===== config.mk =====
export PLATFORM = sky130hd
export DESIGN_NAME = counter_param_flat
export DESIGN_NICKNAME = d
export VERILOG_FILES = /design/src/rtl/counter_param_if.sv /design/src/rtl/counter_param.sv /design/src/flat_wrapper.sv
export SDC_FILE = /design/constraint.sdc
export NUM_CORES = 1
export LEC_CHECK = 0
export CAP_MARGIN = 10
export CORE_MARGIN = 3
export CORE_UTILIZATION = 64
export CTS_CLUSTER_SIZE = 8
export DETAILED_ROUTE_END_ITERATION = 10
export GPL_TIMING_DRIVEN = 1
export PLACE_DENSITY = 0.89
export SYNTH_ARGS = -nofsm -noshare
export SYNTH_HDL_FRONTEND = slang
export SYNTH_SLANG_ARGS = --single-unit

===== constraint.sdc =====
create_clock -name clk -period 13.41 [get_ports clk]
set_input_delay 2.682 -clock clk [delete_from_list [all_inputs] [get_ports clk]]
set_output_delay 2.682 -clock clk [all_outputs]
set_load 0.02 [all_outputs]

===== src/rtl/counter_param_if.sv =====
// ============================================================================
// Module   : counter_param_if
// Brief    : Control/status bundle for the parametrised up/down counter.
// Revision : 1.0 - initial release
// ============================================================================
`default_nettype none

interface counter_param_if #(
    parameter int WIDTH = 12
);
    logic             load;
    logic             enable;
    logic             up;
    logic             sat;
    logic [WIDTH-1:0] step;
    logic [WIDTH-1:0] limit;
    logic [WIDTH-1:0] data;
    logic [WIDTH-1:0] counter;
    logic             wrap;
    logic             ovf;
    logic             zero;
    logic             at_limit;

    modport master (
        output load, enable, up, sat, step, limit, data,
        input  counter, wrap, ovf, zero, at_limit
    );

    modport slave (
        input  load, enable, up, sat, step, limit, data,
        output counter, wrap, ovf, zero, at_limit
    );
endinterface

`default_nettype wire


===== src/rtl/counter_param.sv =====
// ============================================================================
// Module   : counter_param
// Brief    : Up/down counter with programmable step, inclusive limit,
//            wrap/saturate boundary handling and sticky overflow flag.
// Revision : 1.0 - initial release
// ============================================================================
`default_nettype none

module counter_param #(
    parameter int               WIDTH     = 12,
    parameter logic [WIDTH-1:0] RESET_VAL = '0
) (
    input  wire              clk,
    input  wire              reset,
    counter_param_if.slave   bus
);

    localparam int C_W1 = WIDTH + 1;

    logic [WIDTH-1:0] r_counter;
    logic             r_wrap;
    logic             r_ovf;

    logic [WIDTH-1:0] w_s;
    logic [C_W1-1:0]  w_cnt_x;
    logic [C_W1-1:0]  w_lim_x;
    logic [C_W1-1:0]  w_mod_x;
    logic [C_W1-1:0]  w_s_x;
    logic [C_W1-1:0]  w_sum_x;
    logic [C_W1-1:0]  w_dwrap_x;
    logic [C_W1-1:0]  w_uwrap_x;
    logic             w_out_of_range;
    logic [WIDTH-1:0] w_next;
    logic             w_next_wrap;

    // Step larger than the range would skip whole periods; clamp it to limit.
    assign w_s       = (bus.step > bus.limit) ? bus.limit : bus.step;

    assign w_cnt_x   = {1'b0, r_counter};
    assign w_lim_x   = {1'b0, bus.limit};
    assign w_s_x     = {1'b0, w_s};
    assign w_mod_x   = w_lim_x + {{WIDTH{1'b0}}, 1'b1};
    assign w_sum_x   = w_cnt_x + w_s_x;
    assign w_uwrap_x = w_sum_x - w_mod_x;
    assign w_dwrap_x = w_cnt_x + w_mod_x - w_s_x;

    assign w_out_of_range = (r_counter > bus.limit);

    always_comb begin
        w_next      = r_counter;
        w_next_wrap = 1'b0;
        if (w_out_of_range) begin
            // Only reachable after limit was lowered below the current count.
            w_next      = bus.up ? '0 : bus.limit;
            w_next_wrap = 1'b1;
        end else if (bus.up) begin
            if (w_sum_x > w_lim_x) begin
                w_next      = bus.sat ? bus.limit : w_uwrap_x[WIDTH-1:0];
                w_next_wrap = 1'b1;
            end else begin
                w_next = w_sum_x[WIDTH-1:0];
            end
        end else begin
            if (r_counter >= w_s) begin
                w_next = r_counter - w_s;
            end else begin
                w_next      = bus.sat ? '0 : w_dwrap_x[WIDTH-1:0];
                w_next_wrap = 1'b1;
            end
        end
    end

    always_ff @(posedge clk) begin
        if (reset) begin
            r_counter <= RESET_VAL;
            r_wrap    <= 1'b0;
            r_ovf     <= 1'b0;
        end else if (bus.load) begin
            r_counter <= (bus.data > bus.limit) ? bus.limit : bus.data;
            r_wrap    <= 1'b0;
            r_ovf     <= 1'b0;
        end else if (bus.enable) begin
            r_counter <= w_next;
            r_wrap    <= w_next_wrap;
            r_ovf     <= r_ovf | w_next_wrap;
        end else begin
            r_wrap    <= 1'b0;
        end
    end

    assign bus.counter  = r_counter;
    assign bus.wrap     = r_wrap;
    assign bus.ovf      = r_ovf;
    assign bus.zero     = (r_counter == '0);
    assign bus.at_limit = (r_counter == bus.limit);

endmodule

`default_nettype wire


===== src/flat_wrapper.sv =====
// flat-port wrapper written by rule: the top's interface ports become plain ports
module counter_param_flat 
#(
    parameter int               WIDTH     = 12,
    parameter logic [WIDTH-1:0] RESET_VAL = '0
)
  (clk, reset, bus_load, bus_enable, bus_up, bus_sat, bus_step, bus_limit, bus_data, bus_counter, bus_wrap, bus_ovf, bus_zero, bus_at_limit);
  counter_param_if #(.WIDTH(WIDTH)) bus_i ();
  input  wire clk;
  input  wire reset;
  input wire logic [$bits(bus_i.load)-1:0] bus_load;
  input wire logic [$bits(bus_i.enable)-1:0] bus_enable;
  input wire logic [$bits(bus_i.up)-1:0] bus_up;
  input wire logic [$bits(bus_i.sat)-1:0] bus_sat;
  input wire logic [$bits(bus_i.step)-1:0] bus_step;
  input wire logic [$bits(bus_i.limit)-1:0] bus_limit;
  input wire logic [$bits(bus_i.data)-1:0] bus_data;
  output wire logic [$bits(bus_i.counter)-1:0] bus_counter;
  output wire logic [$bits(bus_i.wrap)-1:0] bus_wrap;
  output wire logic [$bits(bus_i.ovf)-1:0] bus_ovf;
  output wire logic [$bits(bus_i.zero)-1:0] bus_zero;
  output wire logic [$bits(bus_i.at_limit)-1:0] bus_at_limit;
  assign bus_i.load = bus_load;
  assign bus_i.enable = bus_enable;
  assign bus_i.up = bus_up;
  assign bus_i.sat = bus_sat;
  assign bus_i.step = bus_step;
  assign bus_i.limit = bus_limit;
  assign bus_i.data = bus_data;
  assign bus_counter = bus_i.counter;
  assign bus_wrap = bus_i.wrap;
  assign bus_ovf = bus_i.ovf;
  assign bus_zero = bus_i.zero;
  assign bus_at_limit = bus_i.at_limit;
  counter_param #(.WIDTH(WIDTH), .RESET_VAL(RESET_VAL)) u_core (.clk(clk), .reset(reset), .bus(bus_i));
endmodule

# Word-level counts from Yosys, hierarchy flattened
# Cells that the tools add are included.
# Widths: inputs -> output; s select.
# op_classes
eq_ne	1
n_addsub	6
reduce_logical	4
n_bitwise	2
order_cmp	5
mux	15
# ops
cell	n
$mux 12	11
$gt 12x12->1	3
$sub 12x12->12	3
$add 12x12->13	1
$gt 13x12->1	1
$add 12x1->12 const B	1
$add 12x12->12	1
$eq 12x12->1	1
$ge 12x12->1	1
$logic_not 12->1	1
$mux 1	4
$reduce_or 3->1	1
$reduce_bool 2->1	1
$reduce_or 2->1	1
$not 1->1	1
$or 1x1->1	1
# word_totals
regBits	14
wordCells	36

# Depth between registers and ports, before layout
# logic_depth
word_depth	10
ltp_mapped	29
mapped_depth_nobuf	26

# Worst setup path after synthesis
# Ideal clock, no wire load.
# synth_timing
path_type	input to register
startpoint	input bus_limit[9]
endpoint	register u_core.r_counter[9] (netlist: u_core.bus.counter[9])
setup_ns	0.124
cell_stages	27
t_arrival_ns	8.075
t_required_ns	13.286
slack_ns	5.211
n_path_buf	2
path_cell_list	clkbuf_1 inv_1 ha_1 a21oi_1 o21ai_0 a2111oi_2 a21oi_1 clkbuf_1 o21ai_0 ha_1 inv_1 fa_1 nand2b_1 a21oi_1 o221ai_1 nor4bb_1 nor3_1 inv_1 ha_1 nand4_1 or4_1 o211a_1 o31ai_1 nand2_2 nor3b_1 a221oi_1 o22ai_1
# synth_via
elab_chain_len	10
elab_cells_between_ends	22
classes_between	add/sub: 6; order compare: 5; mux: 11
# synth_rtl
item	line_no	text
start, declared	flat_wrapper.sv:16	input wire logic [$bits(bus_i.limit)-1:0] bus_limit;
$gt 12x12->1	counter_param.sv:37	assign w_s = (bus.step > bus.limit) ? bus.limit : bus.step;
$mux 12	counter_param.sv:37	
$add 12x12->13	counter_param.sv:43	assign w_sum_x = w_cnt_x + w_s_x;
$sub 12x12->12	counter_param.sv:44	assign w_uwrap_x = w_sum_x - w_mod_x;
$mux 12	counter_param.sv:58	w_next = bus.sat ? bus.limit : w_uwrap_x[WIDTH-1:0];
$mux 12	counter_param.sv:57	if (w_sum_x > w_lim_x) begin
$mux 12	counter_param.sv:56	end else if (bus.up) begin
$mux 12	counter_param.sv:52	if (w_out_of_range) begin
$mux 12	counter_param.sv:82	end else if (bus.enable) begin
$mux 12 *	counter_param.sv:78	end else if (bus.load) begin
end signal, assigned	counter_param.sv:79	r_counter <= (bus.data > bus.limit) ? bus.limit : bus.data;
end signal, assigned	counter_param.sv:83	r_counter <= w_next;
end, declared	counter_param.sv:20	logic [WIDTH-1:0] r_counter;
# Every way passes the cells marked *; elsewhere a longest branch is shown, timed or not. The select of a mux whose other input is x is not followed.
# A chain may end at the register's enable or synchronous reset.

# Final worst setup path
# Same ends and word-level chain as after synthesis.

==> results.sh <==
export IMPL_place_inst=839
export IMPL_setup_viol_count_final=0
export IMPL_synth_ff_latch_count=14
export IMPL_tightestPinTransition_ps=893.2
export IMPL_synthDistinctLibCells=81
export IMPL_synth_yosys_warnings=0
export IMPL_drive_above_1_share=0.06233
export IMPL_static_leakage_power_nw=2.717
export IMPL_synth_top_cell_area_share=0.2292
export IMPL_postSynth_topFlopCell="sky130_fd_sc_hd__dfxtp_1"
export IMPL_layout_commonest_cell="sky130_fd_sc_hd__ha_1"
export IMPL_share_of_synthesized_area_spent_on_multiplexers=0.04561
export IMPL_synth_adder_area_share=0.2805
export IMPL_routed_via_density=6.728
export IMPL_drt_pre_antenna_iters=5
export IMPL_ff2ff_path_depth=17
export IMPL_floorplan_die_area_mm2=0.009674
export IMPL_avgSynthCellArea_um2=7.832
export IMPL_main_combinational_cell_family_by_area_after_synthesis="compound AO/OA/AOI/OAI gates"
export IMPL_comb_power_share=0.873
export IMPL_clk_latency_ps=260
export IMPL_number_of_enable_type_register_cells_in_the_synthesized_netlist=0
export IMPL_min_path_type="reg2reg"
export IMPL_post_cts_resized=0
export IMPL_compound_cell_area_share_of_the_yosys_netlist=0.2876
export IMPL_intPower_w=0.0003922
export IMPL_initialDrtViolationCount=451
export IMPL_wire_length_per_cell_after_detailed_routing_um=21.56
export IMPL_floorplan_die_height_um=98.36
export IMPL_wl_final_um=18180
export IMPL_tritoncts="done"
export IMPL_netlist_instances=697
export IMPL_grt_setup_unrepaired="no"
export IMPL_global_router_s_overall_resource_usage=0.3697
export IMPL_power_density_cell_area_mw_per_mm2=144.4
export IMPL_core_area_mm2=0.008258
export IMPL_grt_max_degree=33
export IMPL_synth_area_leaders="sky130_fd_sc_hd__ha_1 23%, sky130_fd_sc_hd__inv_1 5.8%, sky130_fd_sc_hd__xnor2_1 5.3%, sky130_fd_sc_hd__dfxtp_1 5.1%, sky130_fd_sc_hd__fa_1 5.1%"
export IMPL_setup_worst_path_start_class="input port"
export IMPL_non_filler_cells_in_the_finished_layout=843
export IMPL_clkSlewWorstSetupHoldPaths_ps=60
export IMPL_numCtsBuffers=3
export IMPL_finalHoldViolCount=0
export IMPL_place_ws_ps=3918
export IMPL_power_sequential_fraction=0.078
export IMPL_synth_top_area_cell="sky130_fd_sc_hd__ha_1"
export IMPL_flow_area_growth_from_synthesis_pct=11.07
export IMPL_synthesis_nets=853
export IMPL_ys_seq_area_frac=0.05134
export IMPL_remaining_drc_errors=0
export IMPL_crit_path_max_fanout=18
export IMPL_post_route_cell_area_mm2=0.006063
export IMPL_asyncSetResetFlopFracSynth=0
export IMPL_placement_cell_area_mm2=0.006008
export IMPL_max_cap_violations=0
export IMPL_power_share_switching=0.5521
export IMPL_worst_ir_drop_on_vdd_mv=0.09455
export IMPL_achievable_frequency_mhz=106.3
export IMPL_num_rows=33
export IMPL_cts_root_buf="sky130_fd_sc_hd__clkbuf_8"
export IMPL_width_of_the_die_um=98.36
export IMPL_io_buffers=57
export IMPL_power_switching_w=0.0004835
export IMPL_worstHoldPathCells=1
export IMPL_grt_remaining_overflow=0
export IMPL_worst_slew_margin_rel=0.4027
export IMPL_share_of_total_power_in_the_clock_network=0.049
export IMPL_route_vias_total=5672
export IMPL_numClockSinks=14
export IMPL_cts_hold_buf=0
export IMPL_finalNetCount=895
export IMPL_path_class="in2reg"
export IMPL_final_critical_path_setup_slack_ps=4002
export IMPL_initial_antenna_violation_count=0
export IMPL_required_time_at_the_worst_slack_endpoint_ps=13550
export IMPL_top_level_ports=58
export IMPL_cp_end_kind="flip-flop"
export IMPL_final_cell_mix="100 x sky130_fd_sc_hd__ha_1, 84 x sky130_fd_sc_hd__inv_1, 57 x sky130_fd_sc_hd__clkdlybuf4s50_1"
export IMPL_setup_total_negative_slack_ps=0
export IMPL_layout_worst_path_cycle_share=0.7015
export IMPL_final_antenna_net_count=0
export IMPL_diodes=0
export IMPL_critPathArrivalTime_ps=9550
export IMPL_grt_pass1_wl_um=28530
export IMPL_period_minus_slack_ps=9408
export IMPL_worst_hold_slack_ps=483.6
export IMPL_clock_buffer_depth=2
export IMPL_globalplace_congestion=0.9911
export IMPL_syn_cell_area_mm2=0.005459
export IMPL_yosys_area_share_xor_xnor=0.06830
export IMPL_fraction_of_the_mapped_netlist_area_in_simple_logic_gates=0.1767
export IMPL_clock_skew_ps=1.935
export IMPL_initial_core_util=0.6611
export IMPL_cts_setup_buffers=0
export IMPL_first_global_vias=5480
export IMPL_final_max_slew_violation_count=0
export IMPL_cts_max_level=1
export IMPL_place_hpwl_um=15070
export IMPL_outcome="finished clean"
[logic make-up after synthesis]
group	Yosys count
AND/OR/NAND/NOR	186
multiplexers	23
adder cells (fa/ha/maj)	114
AO/OA/AOI/OAI	212
flip-flops	14
XOR/XNOR	41
buffers and inverters	107
[state kept, by name, summed over array words and instances, names as in the netlist]
| register | cells |
|---|---|
| u_core.bus.counter | 12 |
| u_core.bus.ovf | 1 |
| u_core.bus.wrap | 1 |
[worst max-delay path: stages]
cell and delay, ps:
sky130_fd_sc_hd__clkdlybuf4s50_1 630, sky130_fd_sc_hd__inv_1 190, sky130_fd_sc_hd__ha_1 350, sky130_fd_sc_hd__a21oi_1 210
sky130_fd_sc_hd__o21ai_0 160, sky130_fd_sc_hd__a2111oi_2 360, sky130_fd_sc_hd__a21oi_1 110, sky130_fd_sc_hd__buf_4 210
sky130_fd_sc_hd__o21ai_0 250, sky130_fd_sc_hd__ha_1 220, sky130_fd_sc_hd__inv_1 50, sky130_fd_sc_hd__fa_1 390
sky130_fd_sc_hd__nand2b_1 180, sky130_fd_sc_hd__a21oi_1 370, sky130_fd_sc_hd__o221ai_1 260, sky130_fd_sc_hd__nor4bb_1 190
sky130_fd_sc_hd__nor3_1 310, sky130_fd_sc_hd__inv_1 120, sky130_fd_sc_hd__ha_1 350, sky130_fd_sc_hd__nand4_1 140
sky130_fd_sc_hd__or4_1 490, sky130_fd_sc_hd__o211a_1 140, sky130_fd_sc_hd__o31ai_1 120, sky130_fd_sc_hd__nand2_2 330
sky130_fd_sc_hd__nor3b_1 260, sky130_fd_sc_hd__a221oi_1 340, sky130_fd_sc_hd__o22ai_1 110
[per-stage QoR]
| step | total power, W | utilization |
|---|---|---|
| finish | 0.0008757 | 0.7342 |
| global route | 0.0009463 | 0.7342 |
| CTS | 0.0008566 | 0.7342 |
| detailed placement | 0.0008106 | 0.7276 |
| global placement | 0.0007908 | 0.7276 |
| floorplan | 0.0006344 | - |
[path summary, 6_finish.rpt]
kind | end | slack, ps | from
min reg2reg | u_core.bus.ovf | 480 | u_core.bus.ovf
max reg2reg | u_core.bus.counter[9] | 8370 | u_core.bus.counter[1]
max | u_core.bus.counter[9] | 4000 | bus_limit[9]
min | u_core.bus.ovf | 480 | u_core.bus.ovf
[metal layers]
layer	vias to the layer above	GRT usage	wire length, um
met3	47	0.06500	1833
li1	2675	-	-
met4	0	0.1271	617
met2	336	0.5850	7914
met5	-	0	0
met1	2614	0.5070	7812
[area by class of cell]
class	count	area, um2
Multi-Input combinational cell	576	4688
Fill cell	694	2195
Timing Repair Buffer	60	593.1
Inverter	84	315.3
Sequential cell	14	280.3
Tap cell	105	131.4
Clock buffer	4	55.05
[power by group through the flow]
stage | combinational [W] | sequential [W] | clock (W)
2_1_floorplan | 0.000566 | 0.0000685 | 0
3_3_place_gp | 0.000723 | 0.0000673 | 0
3_5_place_dp | 0.000743 | 0.0000679 | 0
4_1_cts | 0.000746 | 0.0000669 | 0.0000435
5_1_grt | 0.000832 | 0.0000688 | 0.0000451
6_report | 0.000764 | 0.0000681 | 0.0000433
[synth_stat cells, drive strengths merged (11+ instances only)]
cell / count
ha: 100
inv: 84
a21oi: 52
nor2: 45
nand2: 33
xnor2: 33
nor3: 29
o21ai: 27
o211ai: 19
nand3: 18
a21o: 14
dfxtp: 14
fa: 14
clkbuf: 13
a211oi: 12
a221oi: 12
mux2: 12
mux2i: 11
nand4: 11
nor2b: 11
(Power assumes the default switching activity.)
